===== src/rtl/mux10_pkg.sv =====
// Shared constants, output-register state type and round-robin helpers for
// the ten-port arbiter.
package mux10_pkg;

    localparam int NREQ  = 10;
    localparam int SEL_W = 4;

    typedef enum logic {
        EMPTY = 1'b0,
        FULL  = 1'b1
    } ostate_t;

    function automatic logic [SEL_W-1:0] wrap_inc(input logic [SEL_W-1:0] idx);
        return (idx == 4'd9) ? 4'd0 : idx + 4'd1;
    endfunction

    // Returns {found, g}: first set request at or after ptr, wrapping 9->0.
    function automatic logic [SEL_W:0] rr_next(input logic [SEL_W-1:0] ptr,
                                               input logic [NREQ-1:0]  req);
        logic             found;
        logic [SEL_W-1:0] g;
        logic [SEL_W-1:0] idx;
        found = 1'b0;
        g     = ptr;
        idx   = ptr;
        for (int k = 0; k < NREQ; k++) begin
            if (!found && req[idx]) begin
                found = 1'b1;
                g     = idx;
            end
            idx = wrap_inc(idx);
        end
        return {found, g};
    endfunction

endpackage


===== src/rtl/mux10.sv =====
// 10:1 word multiplexer; select codes 10..15 yield zero.
module mux10 #(
    parameter int WIDTH = 16
) (
    input  logic [WIDTH-1:0] d0,
    input  logic [WIDTH-1:0] d1,
    input  logic [WIDTH-1:0] d2,
    input  logic [WIDTH-1:0] d3,
    input  logic [WIDTH-1:0] d4,
    input  logic [WIDTH-1:0] d5,
    input  logic [WIDTH-1:0] d6,
    input  logic [WIDTH-1:0] d7,
    input  logic [WIDTH-1:0] d8,
    input  logic [WIDTH-1:0] d9,
    input  logic [3:0]       s,
    output logic [WIDTH-1:0] y
);

    // Word select
    always_comb begin
        case (s)
            4'd0:    y = d0;
            4'd1:    y = d1;
            4'd2:    y = d2;
            4'd3:    y = d3;
            4'd4:    y = d4;
            4'd5:    y = d5;
            4'd6:    y = d6;
            4'd7:    y = d7;
            4'd8:    y = d8;
            4'd9:    y = d9;
            default: y = '0;
        endcase
    end

endmodule


===== src/rtl/mux10_rr_arbiter.sv =====
// Round-robin arbiter sharing one registered valid/ready output channel
// among ten requesters through a mux10 datapath.
module mux10_rr_arbiter #(
    parameter int WIDTH = 16,
    parameter int NREQ  = 10
) (
    input  logic             clk,
    input  logic             rst_n,
    input  logic [WIDTH-1:0] d0,
    input  logic [WIDTH-1:0] d1,
    input  logic [WIDTH-1:0] d2,
    input  logic [WIDTH-1:0] d3,
    input  logic [WIDTH-1:0] d4,
    input  logic [WIDTH-1:0] d5,
    input  logic [WIDTH-1:0] d6,
    input  logic [WIDTH-1:0] d7,
    input  logic [WIDTH-1:0] d8,
    input  logic [WIDTH-1:0] d9,
    input  logic [NREQ-1:0]  req_valid,
    output logic [NREQ-1:0]  req_ready,
    output logic [WIDTH-1:0] out_data,
    output logic [3:0]       out_sel,
    output logic             out_valid,
    input  logic             out_ready,
    output logic             busy
);
    import mux10_pkg::*;

    if (NREQ != mux10_pkg::NREQ) begin : g_nreq_check
        $error("mux10_rr_arbiter: NREQ must be 10");
    end

    ostate_t          state_r;
    logic [SEL_W-1:0] ptr_r;
    logic [SEL_W:0]   rr_s;
    logic             found_s;
    logic             load_s;
    logic [SEL_W-1:0] g_s;
    logic [SEL_W-1:0] sel_s;
    logic [WIDTH-1:0] y_s;

    mux10 #(.WIDTH(WIDTH)) u_mux (d0, d1, d2, d3, d4, d5, d6, d7, d8, d9, sel_s, y_s);

    // Arbitration, grant and busy decode; grants are suppressed during reset
    always_comb begin
        rr_s      = rr_next(ptr_r, req_valid[9:0]);
        found_s   = rr_s[SEL_W];
        g_s       = rr_s[SEL_W-1:0];
        load_s    = (state_r == EMPTY) || out_ready;
        sel_s     = found_s ? g_s : ptr_r;
        req_ready = '0;
        if (found_s && load_s && rst_n) begin
            req_ready[g_s] = 1'b1;
        end else begin
            req_ready = '0;
        end
        busy = (state_r == FULL) || (|req_valid);
    end

    assign out_valid = (state_r == FULL);

    // Output register FSM (EMPTY/FULL) and round-robin pointer
    always_ff @(posedge clk or negedge rst_n) begin
        if (!rst_n) begin
            state_r  <= EMPTY;
            ptr_r    <= 4'd0;
            out_data <= '0;
            out_sel  <= 4'd0;
        end else if (load_s) begin
            if (found_s) begin
                state_r  <= FULL;
                out_data <= y_s;
                out_sel  <= g_s;
                ptr_r    <= wrap_inc(g_s);
            end else begin
                state_r <= EMPTY;
            end
        end else begin
            state_r <= state_r;
        end
    end

endmodule


===== config.mk =====
export PLATFORM = sky130hd
export DESIGN_NAME = mux10_rr_arbiter
export DESIGN_NICKNAME = d
export VERILOG_FILES = /design/src/rtl/mux10_pkg.sv /design/src/rtl/mux10.sv /design/src/rtl/mux10_rr_arbiter.sv
export SDC_FILE = /design/constraint.sdc
export NUM_CORES = 1
export LEC_CHECK = 0
export CAP_MARGIN = 20
export CORE_UTILIZATION = 41
export DETAILED_ROUTE_END_ITERATION = 10
export GPL_TIMING_DRIVEN = 1
export PLACE_DENSITY_LB_ADDON = 0.25
export SKIP_CTS_REPAIR_TIMING = 1
export SLEW_MARGIN = 20
export SYNTH_ARGS = -nofsm -noshare
export SYNTH_HDL_FRONTEND = slang
export SYNTH_HIERARCHICAL = 1
export SYNTH_SLANG_ARGS = --single-unit
export TNS_END_PERCENT = 10

===== constraint.sdc =====
create_clock -name clk -period 10 [get_ports clk]
set_input_delay 3 -clock clk [delete_from_list [all_inputs] [get_ports clk]]
set_output_delay 3 -clock clk [all_outputs]
set_load 0.02 [all_outputs]

* Word level (Yosys, flattened, before mapping) *
Index checks and enable logic that the tools add are counted.

storage, ports and cells
  logic and storage cells = 127
  output and inout bits = 32
  flip-flop bits (word level) = 25
  bits of input ports = 173

cells by class
  reductions and logical operators = 26
  equality and inequality tests = 19
  $lt $le $gt $ge = 12
  bitwise logic cells = 1
  multiplexer cells = 55
  $add $sub $neg = 10

operator list
  kind                   number
  $pmux W16 S10          1
  $mux W4                20
  $lt A4 B5 Y1 const B   11
  $eq A4 B4 Y1 const B   12
  $add A4 B1 Y4 const B  10
  $bmux W1 S4            10
  $mux W1                22
  $eq A4 B3 Y1 const B   4
  $logic_and A1 B1 Y1    12
  $mux W10               1
  $reduce_or A10 Y1      1
  $logic_not A1 Y1       9
  $eq A4 B2 Y1 const B   2
  $demux W1 S4           1
  $eq A4 B1 Y1 const B   1
  $ge A4 B1 Y1 const B   1
  $logic_not A4 Y1       1
  $logic_or A1 B1 Y1     2
  $reduce_and A2 Y1      1
  $not A1 Y1             1

* Longest topological paths before layout *
Gate-level depths: netlist of the first run.

  depth after elaboration = 35
  gate-level depth with buffers = 41
  gate-level depth less buffers = 33

* Hierarchy *
The synthesis of the first run kept the hierarchy.

modules (own cells, without submodules)
  module            seq. area each (sq um)  times used  area each (sq um)  cells an instance
  mux10_rr_arbiter  625.6                   1           3,729.8            464
  mux10             0.0                     1           1,403.8            187

* Worst setup path before layout of the first run *
Ideal clock, no wire load.

  path type = register to output
  start point = register ptr_r[0]
  end point = output req_ready[1]
  required time = 7.000 ns
  setup slack = -0.567 ns
  stages on the path, launching flop included = 35
  arrival = 7.567 ns
  buffers on the path = 8
  cells stage by stage = dfrtp_1 buf_2 buf_2 buf_1 buf_2 clkbuf_1 clkbuf_1 ha_1 o31a_1 ha_1 nor2b_1 clkbuf_1 ha_1 nor2_1 ha_1 nor2_1 ha_1 a41oi_1 inv_1 ha_1 inv_1 a31o_2 inv_1 ha_1 clkbuf_1 nor2_1 a221oi_1 nand3_1 a2bb2oi_2 and2_1 nand3_1 and4_1 nor2_1 nand2_1 nor2_1

between the ends
  longest elaborated chain between the ends = 35
  elaborated cells between the ends (all ways) = 92
  those cells by class = add/sub: 9; order compare: 2; eq/ne: 9; mux: 51; reduce/logical: 21

ends and longest elaborated chain
  what                                                    line                    RTL
  from (decl)                                             mux10_rr_arbiter.sv:34  logic [SEL_W-1:0] ptr_r;
  from (signal assigned)                                  mux10_rr_arbiter.sv:74  ptr_r <= wrap_inc(g_s);
  branches (longest 34 deep; another with $add A4 B1 Y4)  --
  $mux W10 (*)                                            mux10_rr_arbiter.sv:52  if (found_s && load_s && rst_n) begin
  to (decl)                                               mux10_rr_arbiter.sv:20  output logic [NREQ-1:0] req_ready,

Mark *: on every way between the ends. The select of a mux whose other input is x is not followed.

* Final worst setup path of the first run *
  start point = input req_valid[5]
  end point = output req_ready[3]

between the ends
  longest elaborated chain between the ends = 35
  elaborated cells between the ends (all ways) = 65
  those cells by class = order compare: 2; mux: 42; reduce/logical: 21

ends and longest elaborated chain
  what                                                                       line                    RTL
  from (decl)                                                                mux10_rr_arbiter.sv:19  input logic [NREQ-1:0] req_valid,
  $bmux W1 S4                                                                mux10_pkg.sv:27         if (!found && req[idx]) begin
  $mux W1 (not written as such)                                              mux10_pkg.sv:27
  $mux W1                                                                    mux10_pkg.sv:27
  $logic_not A1 Y1                                                           mux10_pkg.sv:27
  $logic_and A1 B1 Y1                                                        mux10_pkg.sv:27
  $mux W1                                                                    mux10_pkg.sv:27
  $logic_not A1 Y1                                                           mux10_pkg.sv:27
  $logic_and A1 B1 Y1                                                        mux10_pkg.sv:27
  (+19 left out)                                                             --
  $logic_not A1 Y1                                                           mux10_pkg.sv:27
  $logic_and A1 B1 Y1                                                        mux10_pkg.sv:27
  $mux W4                                                                    mux10_pkg.sv:27
  $lt A4 B5 Y1 (not written as such) / $ge A4 B1 Y1 (equally long branches)  mux10_rr_arbiter.sv:53  req_ready[g_s] = 1'b1;
  $logic_and A1 B1 Y1 (not written as such)                                  mux10_rr_arbiter.sv:53
  $mux W1 (not written as such)                                              mux10_rr_arbiter.sv:53
  $demux W1 S4                                                               mux10_rr_arbiter.sv:53
  $mux W10 (*)                                                               mux10_rr_arbiter.sv:52

Every way passes the cells marked *; elsewhere a longest branch is shown, timed or not. The select of a mux whose other input is x is not followed.

==> results of run 1 <==
==> final cells by class <==
class,count,area (µm²)
multi-input cells,557,4272
fillers,1063,3954
repair buffers,319,2885
flip-flops and latches,25,625.6
well taps,168,210.2
inverters,23,86.33
clock buffers,4,78.83
==> logic make-up (layout without fill, tap and decap cells) <==
logic type / count (synthesis) / count (layout) / share of synthesized area
compound gates: 217 / 217 / 0.3327
xor+xnor: 11 / 11 / 0.02315
fa+ha+maj: 13 / 13 / 0.03168
buf+inv: 69 / 346 / 0.06678
flops: 25 / 25 / 0.1219
mux: 85 / 85 / 0.1840
simple gates: 231 / 231 / 0.2398
==> cells in the final DEF, fill, tap and decap left out, drive strengths merged, types with 13 or more instances in the layout <==
cell type and n:
a21oi 27, ha 13, nand3 19, inv 21
o21ai 27, mux2i 46, nand2 41, a22oi 39
dfrtp 25, nor2 61, nor2b 17, buf 116
mux2 35, nor3 18, clkdlybuf4s50 193
==> metrics by stage <==
step	hold slack, ns	TNS [ns]	instances	instance area [µm²]
floorplan	0.6201	0	651	5155
global placement	0.4911	-1.122	1087	7998
detailed placement	0.4981	-1.749	1087	7998
CTS	0.5088	-3.312	1091	8077
global route	0.5245	-0.008741	1096	8158
finish	0.5055	0	1096	8158
==> registers in the layout, summed over array words and instances (netlist names) <==
| register | count |
|---|---|
| out_valid | 1 |
| ptr_r | 4 |
| out_data | 16 |
| out_sel | 4 |
==> worst max-delay path by stage <==
stage	slack (ns)	cells after the start	endpoint	startpoint
after detailed placement	-0.26	16	req_ready[3]	req_valid[5]
after global routing	-0.007	19	req_ready[1]	req_valid[5]
after global placement	-0.19	17	req_ready[3]	req_valid[2]
after CTS	-0.35	31	req_ready[6]	ptr_r[2]
after floorplan	0.03	33	req_ready[3]	ptr_r[0]
final	0.18	16	req_ready[3]	req_valid[5]
==> layer usage <==
layer,vias to the layer above,track usage,wire length [µm]
met4,0,0.1117,654
met1,3153,0.4482,9373
met2,340,0.5366,10250
met5,-,0,0
li1,3096,-,-
met3,46,0.06589,1801
==> worst max-delay path, delay by kind of cell <==
| family | cells | cell delay [ns] |
|---|---|---|
| AO/OA/AOI/OAI | 8 | 1.48 |
| buffers and inverters | 3 | 0.88 |
| AND/OR/NAND/NOR | 5 | 1.46 |
==> flow_summary.yaml, run 1 <==
worst_setup_path:
  path_class: "in -> out"
  timing.rr.start: "ptr_r[2]"
  cp.required_ns: 7.00
  worstRegToRegCells: 36
  worst_ep_arrival_time_ns: 6.82
  critPathLaunchType: "primary input"
  cp_cell_sequence: "clkdlybuf4s50_1, a2111oi_0, or4_1, o21ai_1, nor2_1, buf_4, a31oi_1, o21ai_0, nor3_1, a211oi_1, a211o_1, a221oi_2, a221o_2, or3b_4, nor2_2, clkbuf_2"
  worst_setup_path_end_kind: "primary output"
  critPathSlowestCell: "clkdlybuf4s50_1"
  crit_path_max_fanout: 5
  slowest_delay_ns: 0.55
  r2r_setup_slack_ns: 1.84
  r2r-end: "out_data[0]"
logic_synthesis:
  yosysSeqAreaShare: 0.1219
  synth.distinct_cells: 99
  yosys-top-cells-count: "nor2_1 (61), mux2i_1 (46), nand2_1 (41)"
  synth-edff-count: 0
  synth.top_cell.area_share: 0.1219
  yosysTopAreaCell: "dfrtp_1"
  synth.area.top_cells: "dfrtp_1 (12%), mux2i_1 (9.0%), mux2_2 (7.7%)"
  netlist_instances: 651
  ys.flop_type: "dfrtp_1"
  syn-mean-instance-area_um2: 7.886
  yosysWarnings: 6
  synthArstFlopShare: 1.000
  synth_fp_nets: 837
  syn-cell-area_mm2: 0.005134
  synth_seq_cells: 25
  yosysMostFrequentCell: "nor2_1"
placed_design:
  finalWeightedCongestion: 0.9363
  dp_hpwl_um: 18240
  dp_slack_ns: -0.2574
  numPortBuffers: 204
timing:
  finalCriticalPeriod_ns: 9.822
  finalCritPeriodShare: 0.9822
  fmax_mhz: 101.8
  tightest_slew_ns: 1.223
  setup_viol: 0
  hold_viol: 0
  relSlewSlack: 0.1783
  worst_slack_ns: 0.1779
  fin_skew_ns: 0.005442
  slew_viol_final: 0
drt:
  vias_per_cell: 6.054
  finalWirelength_um: 22070
  wl_per_cell_um: 20.14
  antenna_left: 0
  drt_iter0_drc: 600
  firstDrtPassIters: 5
  drcViolationCount: 0
  num_vias: 6635
hold_path:
  min-delay-start: "out_sel[3]"
  worstHoldPathType: "reg -> reg"
  hold_end: "out_sel[3]"
  hold_depth: 1
cells_and_area:
  fin_util: 0.6736
  syn2layout_area_growth_pct: 58.91
  layout.nets: 1115
  diodes: 0
  drive_gt1_frac: 0.2371
status:
  status: "finished clean"
clocking:
  clockBufferDepth: 2
  insertion_delay_ns: 0.26
  htree_levels: 1
  cts.sinks: 25
  numCtsBuffers: 3
  root_buffer: "clkbuf_16"
  cts_tree: "done"
  clk_pin_slew_worst_paths_ns: 0.06
grt:
  grt_overflow: 0
  grt_pass1_wl_um: 33690
  grt_pass1_vias: 6530
  antenna_found_initial: 0
  grt_max_degree: 39
  grt_usage: 0.3341
floorplanning:
  core_area_mm2: 0.01211
  initial_utilization: 0.4239
  dieArea_mm2: 0.01297
  rows: 40
  die_h_um: 113.9
  num_io_pins: 205
  die_w_um: 113.9
flow_run:
  maxCapViolCount: 0
Power of run 1 is not shown: default switching activity piles up to over one toggle a cycle in this logic, so the estimate is an artifact.
==> run 2, diff against run 1 <==
--- a/config.mk
+++ b/config.mk
@@ -10,6 +10,7 @@
 export DETAILED_ROUTE_END_ITERATION = 10
 export GPL_TIMING_DRIVEN = 1
 export PLACE_DENSITY_LB_ADDON = 0.25
+export REMOVE_ABC_BUFFERS = 1
 export SKIP_CTS_REPAIR_TIMING = 1
 export SLEW_MARGIN = 20
 export SYNTH_ARGS = -nofsm -noshare
==> run 2 against run 1 <==
Compared with the run above: critical path depth up 2; largest cell class unchanged; register-to-register slack better by 0.43 ns; cell count down 3.0%; clock skew down 0.0012 ns; design area down 3.5%; routed wire length down 0.82%; core utilization down 2.3 points; die area unchanged.
==> flow_summary.yaml, run 2 (synthesis gave the netlist of run 1 again) <==
timing:
  slew_viol_final: 0
  setup_viol: 0
  finalCriticalPeriod_ns: 9.824
  tightest_slew_ns: 0.9547
  fin_skew_ns: 0.004226
  hold_viol: 0
  rsz0062_at_grt: "true"
  finalCritPeriodShare: 0.9824
  fmax_mhz: 101.8
  relSlewSlack: 0.3586
hold_path:
  min-delay-start: "out_data[2]"
  worstHoldPathType: "reg -> reg"
clocking:
  cts.sinks: 25
  htree_levels: 1
  clockBufferDepth: 2
  numCtsBuffers: 3
  clk_pin_slew_worst_paths_ns: 0.08
  insertion_delay_ns: 0.28
  cts_tree: "done"
  root_buffer: "clkbuf_16"
grt:
  grt_pass1_wl_um: 34240
  grt_usage: 0.3377
  antenna_found_initial: 0
  grt_pass1_vias: 6389
  grt_overflow: 0
  grt_max_degree: 39
cells_and_area:
  layout_common_cells: "clkdlybuf4s50_1 (193), buf_4 (82), nor2_1 (58)"
  syn2layout_area_growth_pct: 53.42
  reg_top3: "out_data x16, out_sel x4, ptr_r x4"
  diodes: 0
  drive_gt1_frac: 0.1966
  largest-register: "out_data"
  final_area_mm2: 0.007876
  layout_commonest_cell: "clkdlybuf4s50_1"
  n_fill_cell: 1095
  layout.nets: 1082
  largest_reg_flops: 16
placed_design:
  place_area_mm2: 0.007749
  numPortBuffers: 204
  dp_hpwl_um: 17570
  finalWeightedCongestion: 1.017
worst_setup_path:
  worstSetupStartpoint: "req_valid[1]"
  path_class: "in -> out"
  worst_ep_arrival_time_ns: 6.82
  r2r_setup_slack_ns: 2.27
  crit_path_max_fanout: 4
  timing.rr.start: "ptr_r[2]"
  cp.required_ns: 7.00
  worst_setup_path_end_kind: "primary output"
  critPathLaunchType: "primary input"
floorplanning:
  core_area_mm2: 0.01211
  die_w_um: 113.9
  rows: 40
  dieArea_mm2: 0.01297
  num_io_pins: 205
  initial_utilization: 0.4239
  die_h_um: 113.9
status:
  status: "finished clean"
flow_run:
  maxCapViolCount: 0
drt:
  antenna_left: 0
  finalWirelength_um: 21890
  firstDrtPassIters: 7
  wl_per_cell_um: 20.60
  drcViolationCount: 0
  num_vias: 6451
  drt_iter0_drc: 607
  vias_per_cell: 6.069
==> run 2: per-stage QoR <==
| stage | utilization | hold WS (ns) | worst slack [ns] | cells | setup TNS (ns) |
|---|---|---|---|---|---|
| CTS | 0.6467 | 0.5184 | -0.3789 | 1062 | -3.222 |
| detailed placement | 0.6398 | 0.4952 | -0.3544 | 1058 | -2.838 |
| global route | 0.6503 | 0.5354 | -0.01960 | 1063 | -0.03002 |
| global placement | 0.6398 | 0.4912 | -0.1511 | 1058 | -1.019 |
| floorplan | - | 0.6360 | -2.041 | 605 | -18.02 |
| finish | 0.6503 | 0.5165 | 0.1759 | 1063 | 0 |
==> run 2: per-layer routing <==
| metal | up-vias | GRT usage | routed length [µm] |
|---|---|---|---|
| li1 | 3033 | - | - |
| met1 | 3071 | 0.4423 | 9389 |
| met2 | 301 | 0.5654 | 10340 |
| met3 | 46 | 0.06482 | 1555 |
| met4 | 0 | 0.09524 | 604 |
| met5 | - | 0 | 0 |
==> run 2: worst paths after layout <==
kind	endpoint	depth (start not counted)
worst max-delay path	req_ready[3]	18
worst min-delay path	out_data[2]	1
worst max register to register	out_data[9]	34
worst min register to register	out_data[2]	1
max in group asynchronous	ptr_r[3]	2
min in group asynchronous	out_valid	2
==> run 2: layout make-up <==
class / instances / area (µm²) / share of cell area
Clock buffer: 3 / 75.07 / 0.009531
Sequential cell: 25 / 626.9 / 0.07959
Tap cell: 168 / 210.2 / 0.02669
Timing Repair Buffer: 286 / 2633 / 0.3342
Multi-Input combinational cell: 557 / 4237 / 0.5379
Inverter: 23 / 86.33 / 0.01096
Clock inverter: 1 / 8.758 / 0.001112
==> run 2: critical path, cell delays in order <==
cell and delay [ns]:
clkdlybuf4s50_1 0.52, nor2b_1 0.21, a2111oi_2 0.08, or4_1 0.52, o21ai_1 0.16, buf_4 0.14, or4_1 0.09, a31oi_1 0.08
a31oi_1 0.13, o21ai_0 0.12, nor3_1 0.33, a211oi_1 0.10, a211o_1 0.30, a221oi_2 0.17, a221o_2 0.17, or3b_4 0.39
nor2_1 0.12, clkbuf_2 0.17
Power of run 2 is left out for the same reason.
